==> src/rtl/imm_ext_pkg.sv <==
// Shared op encodings and helpers for the immediate-extension stage.
package imm_ext_pkg;
  localparam int OP_W = 3;

  localparam logic [OP_W-1:0] OP_ZERO = 3'd0;
  localparam logic [OP_W-1:0] OP_SIGN = 3'd1;
  localparam logic [OP_W-1:0] OP_LUI  = 3'd2;
  localparam logic [OP_W-1:0] OP_BOFF = 3'd3;
  localparam logic [OP_W-1:0] OP_JTGT = 3'd4;

  // Codes above OP_JTGT are reserved and treated as illegal.
  function automatic logic is_legal_op(input logic [OP_W-1:0] op);
    return (op <= OP_JTGT);
  endfunction
endpackage

==> src/rtl/imm_ext_pipe_if.sv <==
// Push/pop handshake bundle of the immediate-extension queue.
// Valid/ready: a transfer happens on a rising edge where valid and ready are both 1;
// the sender holds its payload stable while valid is 1 and ready is 0.
interface imm_ext_pipe_if
  import imm_ext_pkg::*;
#(
  parameter int DATA_W = 32,
  parameter int IMM_W  = 16,
  parameter int JIDX_W = 26,
  parameter int TAG_W  = 32
);
  logic                     in_valid;
  logic                     in_ready;
  logic [OP_W-1:0]          in_op;
  logic [IMM_W-1:0]         in_imm;
  logic [JIDX_W-1:0]        in_jidx;
  logic [DATA_W-JIDX_W-3:0] in_pc_hi;
  logic [TAG_W-1:0]         in_tag;
  logic                     out_valid;
  logic                     out_ready;
  logic [DATA_W-1:0]        out_data;
  logic [TAG_W-1:0]         out_tag;

  modport master (
    output in_valid, in_op, in_imm, in_jidx, in_pc_hi, in_tag, out_ready,
    input  in_ready, out_valid, out_data, out_tag
  );

  modport slave (
    input  in_valid, in_op, in_imm, in_jidx, in_pc_hi, in_tag, out_ready,
    output in_ready, out_valid, out_data, out_tag
  );
endinterface

==> src/rtl/imm_ext_core.sv <==
// Combinational extender: turns an op plus raw immediate/jump fields into a DATA_W operand.
module imm_ext_core
  import imm_ext_pkg::*;
#(
  parameter int DATA_W = 32,
  parameter int IMM_W  = 16,
  parameter int JIDX_W = 26
) (
  input  logic [OP_W-1:0]          op,
  input  logic [IMM_W-1:0]         imm,
  input  logic [JIDX_W-1:0]        jidx,
  input  logic [DATA_W-JIDX_W-3:0] pc_hi,
  output logic [DATA_W-1:0]        data,
  output logic                     bad_op
);
  logic [DATA_W-1:0]  sext;
  logic [2*IMM_W-1:0] lui_w;

  assign sext  = {{(DATA_W-IMM_W){imm[IMM_W-1]}}, imm};
  assign lui_w = {imm, {IMM_W{1'b0}}};

  always_comb begin
    data   = '0;
    bad_op = !is_legal_op(op);
    case (op)
      OP_ZERO: data = {{(DATA_W-IMM_W){1'b0}}, imm};
      OP_SIGN: data = sext;
      OP_LUI:  data = DATA_W'(lui_w);
      OP_BOFF: data = {sext[DATA_W-3:0], 2'b00};
      OP_JTGT: data = {pc_hi, jidx, 2'b00};
      default: data = '0;
    endcase
  end
endmodule

==> src/rtl/imm_ext_pipe.sv <==
// Buffered immediate-generation stage: extends at push, queues result+tag in a DEPTH-entry FIFO.
module imm_ext_pipe
  import imm_ext_pkg::*;
#(
  parameter int DATA_W = 32,
  parameter int IMM_W  = 16,
  parameter int JIDX_W = 26,
  parameter int TAG_W  = 32,
  parameter int DEPTH  = 2
) (
  input  logic                       clk,
  input  logic                       reset_n,
  imm_ext_pipe_if.slave              bus,
  input  logic                       flush,
  output logic [$clog2(DEPTH+1)-1:0] count,
  input  logic                       err_clr,
  output logic                       illegal
);
  localparam int CNT_W = $clog2(DEPTH+1);
  localparam int PTR_W = (DEPTH > 1) ? $clog2(DEPTH) : 1;

  logic [DATA_W-1:0] data_mem [DEPTH];
  logic [TAG_W-1:0]  tag_mem  [DEPTH];
  logic [PTR_W-1:0]  wr_ptr;
  logic [PTR_W-1:0]  rd_ptr;
  logic [DATA_W-1:0] ext_data;
  logic              bad_op;
  logic              push;
  logic              pop;

  imm_ext_core #(
    .DATA_W (DATA_W),
    .IMM_W  (IMM_W),
    .JIDX_W (JIDX_W)
  ) u_core (
    .op     (bus.in_op),
    .imm    (bus.in_imm),
    .jidx   (bus.in_jidx),
    .pc_hi  (bus.in_pc_hi),
    .data   (ext_data),
    .bad_op (bad_op)
  );

  // in_ready ignores out_ready so a full queue never pushes, even while popping.
  assign bus.in_ready  = (count < CNT_W'(DEPTH));
  assign bus.out_valid = (count != '0);
  assign bus.out_data  = data_mem[rd_ptr];
  assign bus.out_tag   = tag_mem[rd_ptr];
  assign push          = bus.in_valid & bus.in_ready;
  assign pop           = bus.out_valid & bus.out_ready;

  function automatic logic [PTR_W-1:0] next_ptr(input logic [PTR_W-1:0] p);
    return (p == PTR_W'(DEPTH-1)) ? '0 : p + 1'b1;
  endfunction

  always_ff @(posedge clk) begin
    if (!reset_n) begin
      count   <= '0;
      wr_ptr  <= '0;
      rd_ptr  <= '0;
      illegal <= 1'b0;
      for (int i = 0; i < DEPTH; i++) begin
        data_mem[i] <= '0;
        tag_mem[i]  <= '0;
      end
    end else begin
      if (flush) begin
        count  <= '0;
        wr_ptr <= '0;
        rd_ptr <= '0;
      end else begin
        if (push) begin
          data_mem[wr_ptr] <= ext_data;
          tag_mem[wr_ptr]  <= bus.in_tag;
          wr_ptr           <= next_ptr(wr_ptr);
        end
        if (pop) rd_ptr <= next_ptr(rd_ptr);
        if (push && !pop)      count <= count + 1'b1;
        else if (!push && pop) count <= count - 1'b1;
      end
      // A flushed push never happened, so it cannot flag an illegal op.
      if (push && bad_op && !flush) illegal <= 1'b1;
      else if (err_clr)             illegal <= 1'b0;
    end
  end
endmodule
==> src/flat_wrapper.sv <==
// flat-port wrapper written by rule: the top's interface ports become plain ports
module imm_ext_pipe_flat import imm_ext_pkg::*;
#(
  parameter int DATA_W = 32,
  parameter int IMM_W  = 16,
  parameter int JIDX_W = 26,
  parameter int TAG_W  = 32,
  parameter int DEPTH  = 2
)
  (clk, reset_n, flush, count, err_clr, illegal, bus_in_valid, bus_in_op, bus_in_imm, bus_in_jidx, bus_in_pc_hi, bus_in_tag, bus_out_ready, bus_in_ready, bus_out_valid, bus_out_data, bus_out_tag);
  imm_ext_pipe_if #(.DATA_W(DATA_W), .IMM_W(IMM_W), .JIDX_W(JIDX_W), .TAG_W(TAG_W)) bus_i ();
  input  logic clk;
  input  logic reset_n;
  input  logic flush;
  output logic [$clog2(DEPTH+1)-1:0] count;
  input  logic err_clr;
  output logic illegal;
  input wire logic [$bits(bus_i.in_valid)-1:0] bus_in_valid;
  input wire logic [$bits(bus_i.in_op)-1:0] bus_in_op;
  input wire logic [$bits(bus_i.in_imm)-1:0] bus_in_imm;
  input wire logic [$bits(bus_i.in_jidx)-1:0] bus_in_jidx;
  input wire logic [$bits(bus_i.in_pc_hi)-1:0] bus_in_pc_hi;
  input wire logic [$bits(bus_i.in_tag)-1:0] bus_in_tag;
  input wire logic [$bits(bus_i.out_ready)-1:0] bus_out_ready;
  output wire logic [$bits(bus_i.in_ready)-1:0] bus_in_ready;
  output wire logic [$bits(bus_i.out_valid)-1:0] bus_out_valid;
  output wire logic [$bits(bus_i.out_data)-1:0] bus_out_data;
  output wire logic [$bits(bus_i.out_tag)-1:0] bus_out_tag;
  assign bus_i.in_valid = bus_in_valid;
  assign bus_i.in_op = bus_in_op;
  assign bus_i.in_imm = bus_in_imm;
  assign bus_i.in_jidx = bus_in_jidx;
  assign bus_i.in_pc_hi = bus_in_pc_hi;
  assign bus_i.in_tag = bus_in_tag;
  assign bus_i.out_ready = bus_out_ready;
  assign bus_in_ready = bus_i.in_ready;
  assign bus_out_valid = bus_i.out_valid;
  assign bus_out_data = bus_i.out_data;
  assign bus_out_tag = bus_i.out_tag;
  imm_ext_pipe #(.DATA_W(DATA_W), .IMM_W(IMM_W), .JIDX_W(JIDX_W), .TAG_W(TAG_W), .DEPTH(DEPTH)) u_core (.clk(clk), .reset_n(reset_n), .bus(bus_i), .flush(flush), .count(count), .err_clr(err_clr), .illegal(illegal));
endmodule
==> config.mk <==
export PLATFORM = sky130hd
export DESIGN_NAME = imm_ext_pipe_flat
export DESIGN_NICKNAME = d
export VERILOG_FILES = /design/src/rtl/imm_ext_pkg.sv /design/src/rtl/imm_ext_pipe_if.sv /design/src/rtl/imm_ext_core.sv /design/src/rtl/imm_ext_pipe.sv /design/src/flat_wrapper.sv
export SDC_FILE = /design/constraint.sdc
export NUM_CORES = 1
export LEC_CHECK = 0
export CELL_PAD_IN_SITES_DETAIL_PLACEMENT = 2
export CELL_PAD_IN_SITES_GLOBAL_PLACEMENT = 2
export CORE_ASPECT_RATIO = 0.6
export CORE_MARGIN = 2
export CORE_UTILIZATION = 30
export CTS_CLUSTER_SIZE = 30
export DETAILED_ROUTE_END_ITERATION = 6
export GPL_TIMING_DRIVEN = 0
export PLACE_DENSITY_LB_ADDON = 0.1
export SYNTH_ARGS = -nofsm -noshare
export SYNTH_HDL_FRONTEND = slang
export SYNTH_SLANG_ARGS = --single-unit
==> constraint.sdc <==
create_clock -name clk -period 2.4 [get_ports clk]
set_input_delay 0.24 -clock clk [delete_from_list [all_inputs] [get_ports clk]]
set_output_delay 0.24 -clock clk [all_outputs]
set_load 0.05 [all_outputs]
After elaboration in Yosys (flattened, before gate mapping):

Memories as Yosys holds them, arrays and structs flattened. A register that Yosys moved wholly into a read port is not among the register bits.
Cells that the tools add are included.

* register bits after elaboration: 5
* RAM bits: 128
* bits of input ports: 87
* output and inout bits: 69
* word-level logic and storage cells: 56
* memories kept: 2

Memories
* u_core.data_mem: words 2, bits a word 32, rd ports 1, clocked after memory_dff 1, write ports 2, line imm_ext_pipe.sv:22 `logic [DATA_W-1:0] data_mem [DEPTH];`
* u_core.tag_mem: words 2, bits a word 32, rd ports 1, clocked after memory_dff 1, write ports 2, line imm_ext_pipe.sv:23 `logic [TAG_W-1:0] tag_mem [DEPTH];`

* add/subtract/negate cells: 4
* $lt $le $gt $ge: 2
* equal/unequal tests: 4
* mux-type cells: 22
* bitwise operators: 3
* reductions and logical operators: 15

Operators with widths (number)
* one-hot mux 32 bit (5 select lines): 1
* 2-to-1 mux 32 bit: 2
* OR reduction 32 bit: 2
* 2-to-1 mux 1 bit: 17
* == test 3 x 2 -> 1 bit, second input constant: 2
* nonzero test 2 bit: 3
* logical AND 1 bit: 4
* logical NOT 1 bit: 4
* 2-to-1 mux 2 bit: 2
* == test 3 x 1 -> 1 bit, second input constant: 1
* == test 3 bit, second input constant: 1
* less-or-equal comparator 3 bit, second input constant: 1
* logical NOT 3 bit: 1
* adder 1 bit, second input constant: 2
* adder 2 x 1 -> 2 bit, second input constant: 1
* bitwise AND 1 bit: 2
* less-than comparator 2 bit, second input constant: 1
* OR reduction 2 bit: 1
* subtractor 2 x 1 -> 2 bit, second input constant: 1
* NOT 1 bit: 1

Longest topological paths before layout:

Gate-level depths: netlist of run 1.

* depth in word-level cells: 8
* mapped depth: 6
* depth with buffers taken out: 5

Modules after synthesis:

From an unflattened synthesis of run 1, not the netlist that was laid out.

* cell total of the unflattened synthesis: 442
* area total of the unflattened synthesis: 6528.8 sq um

Modules (own cells, without submodules)
* imm_ext_pipe: times used 1, cells each 371, area an instance 5889.4 sq um, sequential area each 3963.8 sq um
* imm_ext_core: times used 1, cells each 71, area an instance 639.4 sq um, sequential area each 0.0 sq um

Least setup slack after synthesis of run 1:

No wires, ideal clock.

* path type: flip-flop to flip-flop
* start point: register u_core.count[1]
* end point: memory u_core.data_mem[0][0] (enable)
* library setup time: 693 ps
* arrival time: 2366 ps
* data required time: 1707 ps
* slack: -659 ps
* cell stages (with the launch flop): 6
* path buffers: 2
* period minus slack after synthesis: 3059 ps
* path through: dfxtp_1 > nor2b_1 > buf_2 > nand3b_1 > buf_2 > nand2_1

RTL lines
* from (decl): line imm_ext_pipe.sv:15 `output logic [$clog2(DEPTH+1)-1:0] count,`
* from (signal assigned): line imm_ext_pipe.sv:78 `if (push && !pop) count <= count + 1'b1;`
* from (signal assigned): line imm_ext_pipe.sv:79 `else if (!push && pop) count <= count - 1'b1;`
* to (decl): line imm_ext_pipe.sv:22

==> qor.yml, run 1 <==
start_util_pct: 30.8
dr.pass1.iters: 7
cts_htree_levels: 4
multiInputGateArea_um2: 2420
synth.ff_latch_count: 134
routed_wl_um: 20900
nets: 752
synth_area_per_cell_um2: 13.3
synth_ff_type: "edfxtp_1"
yosys-top-cells-area: "edfxtp_1 (59%), mux2_2 (11%), and2_1 (7.6%)"
drive_above_1_share_pct: 21.1
grt_pass1_vias: 5168
pin_count: 156
synth_xor_area_share_pct: 0.537
r2r_start: "u_core.count[1]$_SDFFE_PP0P_"
hold_viol: 0
rr_endpoint: "u_core.tag_mem[1][26]$_SDFFCE_PN0P_"
fin_area_um2: 8950
dp_hpwl_um: 14600
worstMarginPinSlew_ps: 841
maxSlewHeadroom_pct: 43.6
synth_compound_area_share_pct: 5.39
drt-initial-drc-count: 240
final_core_util_pct: 42.3
status: "finished with violations"
clk_pin_slew_ps: 60
p_per_area_nw_per_um2: 703
clock_path_buffers: 2
rsz0062_at_grt: "false"
via_per_inst: 4.84
holdPathEnd: "u_core.illegal$_SDFFE_PN0P_"
regArea_um2: 3960
worstSetupPathType: "reg2out"
place_ws_ps: -698
n_antenna_cell: 0
wl_per_cell_um: 21.9
antenna_found_initial: 1
violations: "DRC"
grt.total_usage_pct: 19.0
setup_tns_ps: 0
fillCellCount: 2155
seq_area_frac_synth_pct: 60.8
cts_made_buffers: 17
critPathCaptureType: "primary output"
fin_crit_ps: 2300
area_growth_pct: 37.3
globalRouteOverflowTotal: 0
post_cts_buffers: 0
hold_depth: 3
power_mw: 6.29
die_area_um2: 23000
finClkSkew_ps: 5.05
timing.final.crit_share_pct: 95.7
synth_edf_count: 128
reg2reg_slack_ps: 240
synth_top_area_share_pct: 58.9
std_cell_rows: 41
gp_congestion: 0.810
instances_no_fill: 956
cts_root_buffer: "clkbuf_16"
ys_types: 39
synth-simple-area-share_pct: 18.8
io_buffers: 153
critPathArrivalTime_ps: 2060
synth.area.mux_share_pct: 11.2
min_path_type: "in2reg"
worstHoldStart: "reset_n"
dpl_cell_area_um2: 8420
setup-violations-final: 0
ant_nets: 0
placedCellCount: 922
grt_max_degree: 65
critPathMaxFanout: 10
max_freq_ghz: 0.435
crit_required_ps: 2160
die_h_um: 118
yosysMostFrequentCell: "edfxtp_1"
core_um2: 21200
drcViolationCount: 10
finalMaxSlewViolations: 0
rr_worst_depth: 5
syn_area_um2: 6520
die_x_um: 194
start_kind: "register"
synth_nets: 578
peakVddDrop_mv: 0.478
max_cap_viol_count: 0
synth-adder-area-share_pct: 0.192
ys_top_cells_by_count: "edfxtp_1 (128), and2_1 (79), nor2_1 (67), mux2_2 (64), buf_2 (26)"
grt_pass1_wl_um: 32100
vias: 4631
syn_inst: 490
synth_largest_area_cell: "edfxtp_1"
async_reset_ff_share_pct: 0
numClockSinks: 134
hold-worst-slack_ps: 360
tritoncts: "yes"
p_leak_nw: 3.39
worstSkewPairLatency_ps: 420
synth_top_family_by_area: "simple AND/OR/NAND/NOR gates"
ys_warn_count: 0
setup_ws_ps: 103
==> logic make-up after synthesis <==
family / after synthesis
DFF: 134
adders and majority gates: 1
and+or+nand+nor: 209
xor gates and xnor gates: 4
muxes: 65
AOI/OAI and AO/OA: 37
buffers and inverters: 40
==> power by group <==
part / leakage, nW / internal [mW] / switching (mW) / total, mW
clock network: 0.263 / 1.52 / 1.00 / 2.52
registers: 1.38 / 2.68 / 0.0333 / 2.72
logic: 1.75 / 0.383 / 0.675 / 1.06
==> how the worst max path moves through the flow <==
stage,start,endpoint,slack [ps],depth (start not counted)
6_report,register,bus_out_tag[29],100,3
5_1_grt,register,bus_out_tag[30],10,3
4_1_cts,register,bus_out_tag[30],1,3
3_5_place_dp,reset_n,u_core.data_mem[0][4]$_SDFFCE_PN0P_,-700,5
3_3_place_gp,reset_n,u_core.tag_mem[1][5]$_SDFFCE_PN0P_,-640,5
2_1_floorplan,u_core.count[1]$_SDFFE_PP0P_,u_core.data_mem[0][0]$_SDFFCE_PN0P_,350,5
==> cell usage in the layout (no fill, tap or decap), drive strengths merged <==
| master | instances |
|---|---|
| edfxtp | 128 |
| clkdlybuf4s50 | 90 |
| and2 | 79 |
| nor2 | 68 |
| mux2 | 64 |
| dlygate4sd2 | 62 |
| clkbuf | 32 |
| buf | 29 |
| nor4bb | 16 |
| nor2b | 16 |
| a211oi | 15 |
| nor3b | 13 |
| a221oi | 13 |
| nand2 | 8 |
| dfxtp | 6 |
| clkinv | 6 |
| o21ai | 4 |
| a21oi | 3 |
| xor2 | 3 |
| inv | 2 |
| or3 | 2 |
| and4b | 2 |
| clkinvlp | 2 |
| bufinv | 2 |
| nand3 | 1 |
| nand3b | 1 |
| or2 | 1 |
| nand2b | 1 |
| and3b | 1 |
| mux2i | 1 |
| a31oi | 1 |
| and3 | 1 |
| o32a | 1 |
| xnor2 | 1 |
| nand4b | 1 |
| ha | 1 |
==> area by class of cell <==
cell class | instances | share of cell area, %
Timing Repair Buffer | 153 | 16.2
Tap cell | 279 | 3.90
Inverter | 2 | 0.0838
Clock inverter | 10 | 1.19
Sequential cell | 134 | 44.3
Clock buffer | 22 | 4.96
Multi-Input combinational cell | 318 | 27.0
Buffer | 38 | 2.40
==> routing by layer <==
layer,global-route usage [%],part of all wire [%],vias up
li1,-,-,2141
met1,27.8,50,2379
met2,28.3,44,88
met3,4.22,4.4,21
met4,5.19,0.91,2
met5,0,0.053,-
==> sequential cells by signal, indices dropped and copies added, names as in the netlist, named ones only <==
register	cells
u_core.data_mem	64
u_core.wr_ptr	1
u_core.rd_ptr	1
u_core.tag_mem	64
u_core.illegal	1
u_core.count	2
==> worst max-delay path: stages, from the launching register on <==
cell             delay (ps)
dfxtp_1                 310
clkbuf_4                250
mux2_2                  370
clkdlybuf4s50_1         700
==> timing repair <==
| action | CTS | global route |
|---|---|---|
| gates cloned | 1 | 1 |
| gates resized for setup | 73 | 3 |
| setup endpoints to repair | 189 | 121 |
| hold buffers | 0 | 0 |
(Power assumes the default switching activity.)
==> run 2: changes to the inputs <==
==> constraint.sdc (replaced) <==
create_clock -name clk -period 1.8 [get_ports clk]
set_input_delay 0.18 -clock clk [delete_from_list [all_inputs] [get_ports clk]]
set_output_delay 0.18 -clock clk [all_outputs]
set_load 0.05 [all_outputs]
==> run 2 against run 1 <==
Effect of this change:
- the flow finishes with violations (DRC, setup timing)
- cell area up 11%
- largest power group unchanged
- power up 41%
- sequential share of layout area down 4.4 points
- via count up 3.1%
- clock power up 38%
- critical path type unchanged
- critical path depth up 1
- first-iteration DRC count up 21%
- wire length up 9.7%
- core utilization up 4.7 points
==> qor.yml, run 2 (same netlist as run 1, synthesis figures left out) <==
multiInputGateArea_um2: 2770
maxSlewHeadroom_pct: 64.6
violations: "DRC, setup timing"
area_growth_pct: 52.5
final_common_cell: "edfxtp_1"
regArea_um2: 3970
critical_path_buf_inv_count: 3
grt_pass1_wl_um: 33000
cp_slowest_stage_delay_ps: 410
mostFrequentLayoutCells: "edfxtp_1 (128), clkdlybuf4s50_1 (84), and2_1 (79), nor2_1 (67), mux2_4 (55)"
die_h_um: 118
power_mw: 8.87
clock_path_buffers: 2
cts_root_buffer: "clkbuf_16"
critPathArrivalTime_ps: 1660
drt-initial-drc-count: 291
die_area_um2: 23000
finalMaxSlewViolations: 0
peakVddDrop_mv: 0.718
worstMarginPinSlew_ps: 530
worstSkewPairLatency_ps: 430
min_path_type: "in2reg"
wl_per_cell_um: 23.7
crit_required_ps: 1620
cts_htree_levels: 4
crit_slowest_cell: "dfxtp_4"
finClkSkew_ps: 9.77
largest_registers: "u_core.data_mem: 64 flops, u_core.tag_mem: 64 flops, u_core.count: 2 flops"
vias: 4774
timing.final.crit_share_pct: 102
n_antenna_cell: 0
hold_viol: 0
grt_pass1_vias: 5310
critPathCaptureType: "primary output"
dp_hpwl_um: 14800
tritoncts: "yes"
fin_crit_ps: 1840
io_buffers: 153
drive_above_1_share_pct: 34.7
pin_count: 156
fillCellCount: 2061
cts_made_buffers: 17
crit_path_cell_trace: "buf_8, clkbuf_16, mux2_4, buf_6"
routed_wl_um: 22900
setup_ws_ps: -38.1
grt.total_usage_pct: 19.8
grt_max_degree: 17
reg2reg_slack_ps: 100
dr.pass1.iters: 7
status: "finished with violations"
start_kind: "register"
rsz0062_at_grt: "true"
max_cap_viol_count: 0
max_freq_ghz: 0.544
p_per_area_nw_per_um2: 891
std_cell_rows: 41
ant_nets: 0
critPathMaxFanout: 6
start_util_pct: 30.8
drcViolationCount: 6
globalRouteOverflowTotal: 0
worstSetupPathType: "reg2out"
antenna_found_initial: 1
gp_congestion: 0.760
core_um2: 21200
via_per_inst: 4.92
cp_top_family: "buffers and inverters"
setup-violations-final: 33
clk_pin_slew_ps: 60
numClockSinks: 134
die_x_um: 194
hold-worst-slack_ps: 239
nets: 766
p_leak_nw: 3.76
## run 2: metal layers
| metal | share of wire, % | wire (um) | global-route usage, % |
|---|---|---|---|
| met5 | 0.048 | 11 | 0 |
| met4 | 1.0 | 234 | 4.81 |
| met3 | 4.2 | 974 | 4.42 |
| met2 | 44 | 10100 | 29.5 |
| met1 | 51 | 11600 | 29.0 |
## run 2: worst paths after layout
check | start | endpoint | cells after the start
max reg2reg | u_core.count[1]$_SDFFE_PP0P_ | u_core.data_mem[0][10]$_SDFFCE_PN0P_ | 6
max | register | bus_out_data[3] | 4
min reg2reg | u_core.illegal$_SDFFE_PN0P_ | u_core.illegal$_SDFFE_PN0P_ | 2
min | reset_n | u_core.illegal$_SDFFE_PN0P_ | 3
## run 2: worst register-to-register path: stages (launching register included)
cell	delay, ps
dfxtp_2	350
nor2b_1	110
buf_2	220
nand3b_1	200
buf_4	210
buf_2	210
nor2_1	230
## run 2: what timing repair did
item,in CTS,in global routing
hold buffers,0,0
setup endpoints to repair,256,210
setup buffers,0,2
gates resized for setup,493,109
pin swaps,1,0
cloned,8,6
## run 2: final cells by class
| class | count | share of cell area, % |
|---|---|---|
| clock buffer | 17 | 4.28 |
| multi-input combinational | 322 | 27.8 |
| timing repair buffer | 163 | 19.8 |
| clock inverter | 15 | 1.55 |
| tap | 279 | 3.51 |
| buffer | 38 | 3.09 |
| sequential | 134 | 39.9 |
| inverter | 2 | 0.0755 |
## run 2: where the power goes
part | internal (mW) | switching [mW] | total (mW)
clock | 2.04 | 1.43 | 3.47
combinational | 0.769 | 0.994 | 1.76
sequential | 3.57 | 0.0559 | 3.63
total | 6.38 | 2.48 | 8.87
## run 2: stage by stage
step	std cells	util (%)	cell area (um2)	setup TNS, ps	worst slack, ps
floorplan	490	-	6560	0	10.4
global placement	922	39.8	8440	-194930	-1000
detailed placement	922	39.8	8440	-215280	-1120
CTS	962	44.2	9360	-1990	-94.3
global route	970	46.9	9950	-2960	-78.2
finish	970	46.9	9950	-542	-38.1
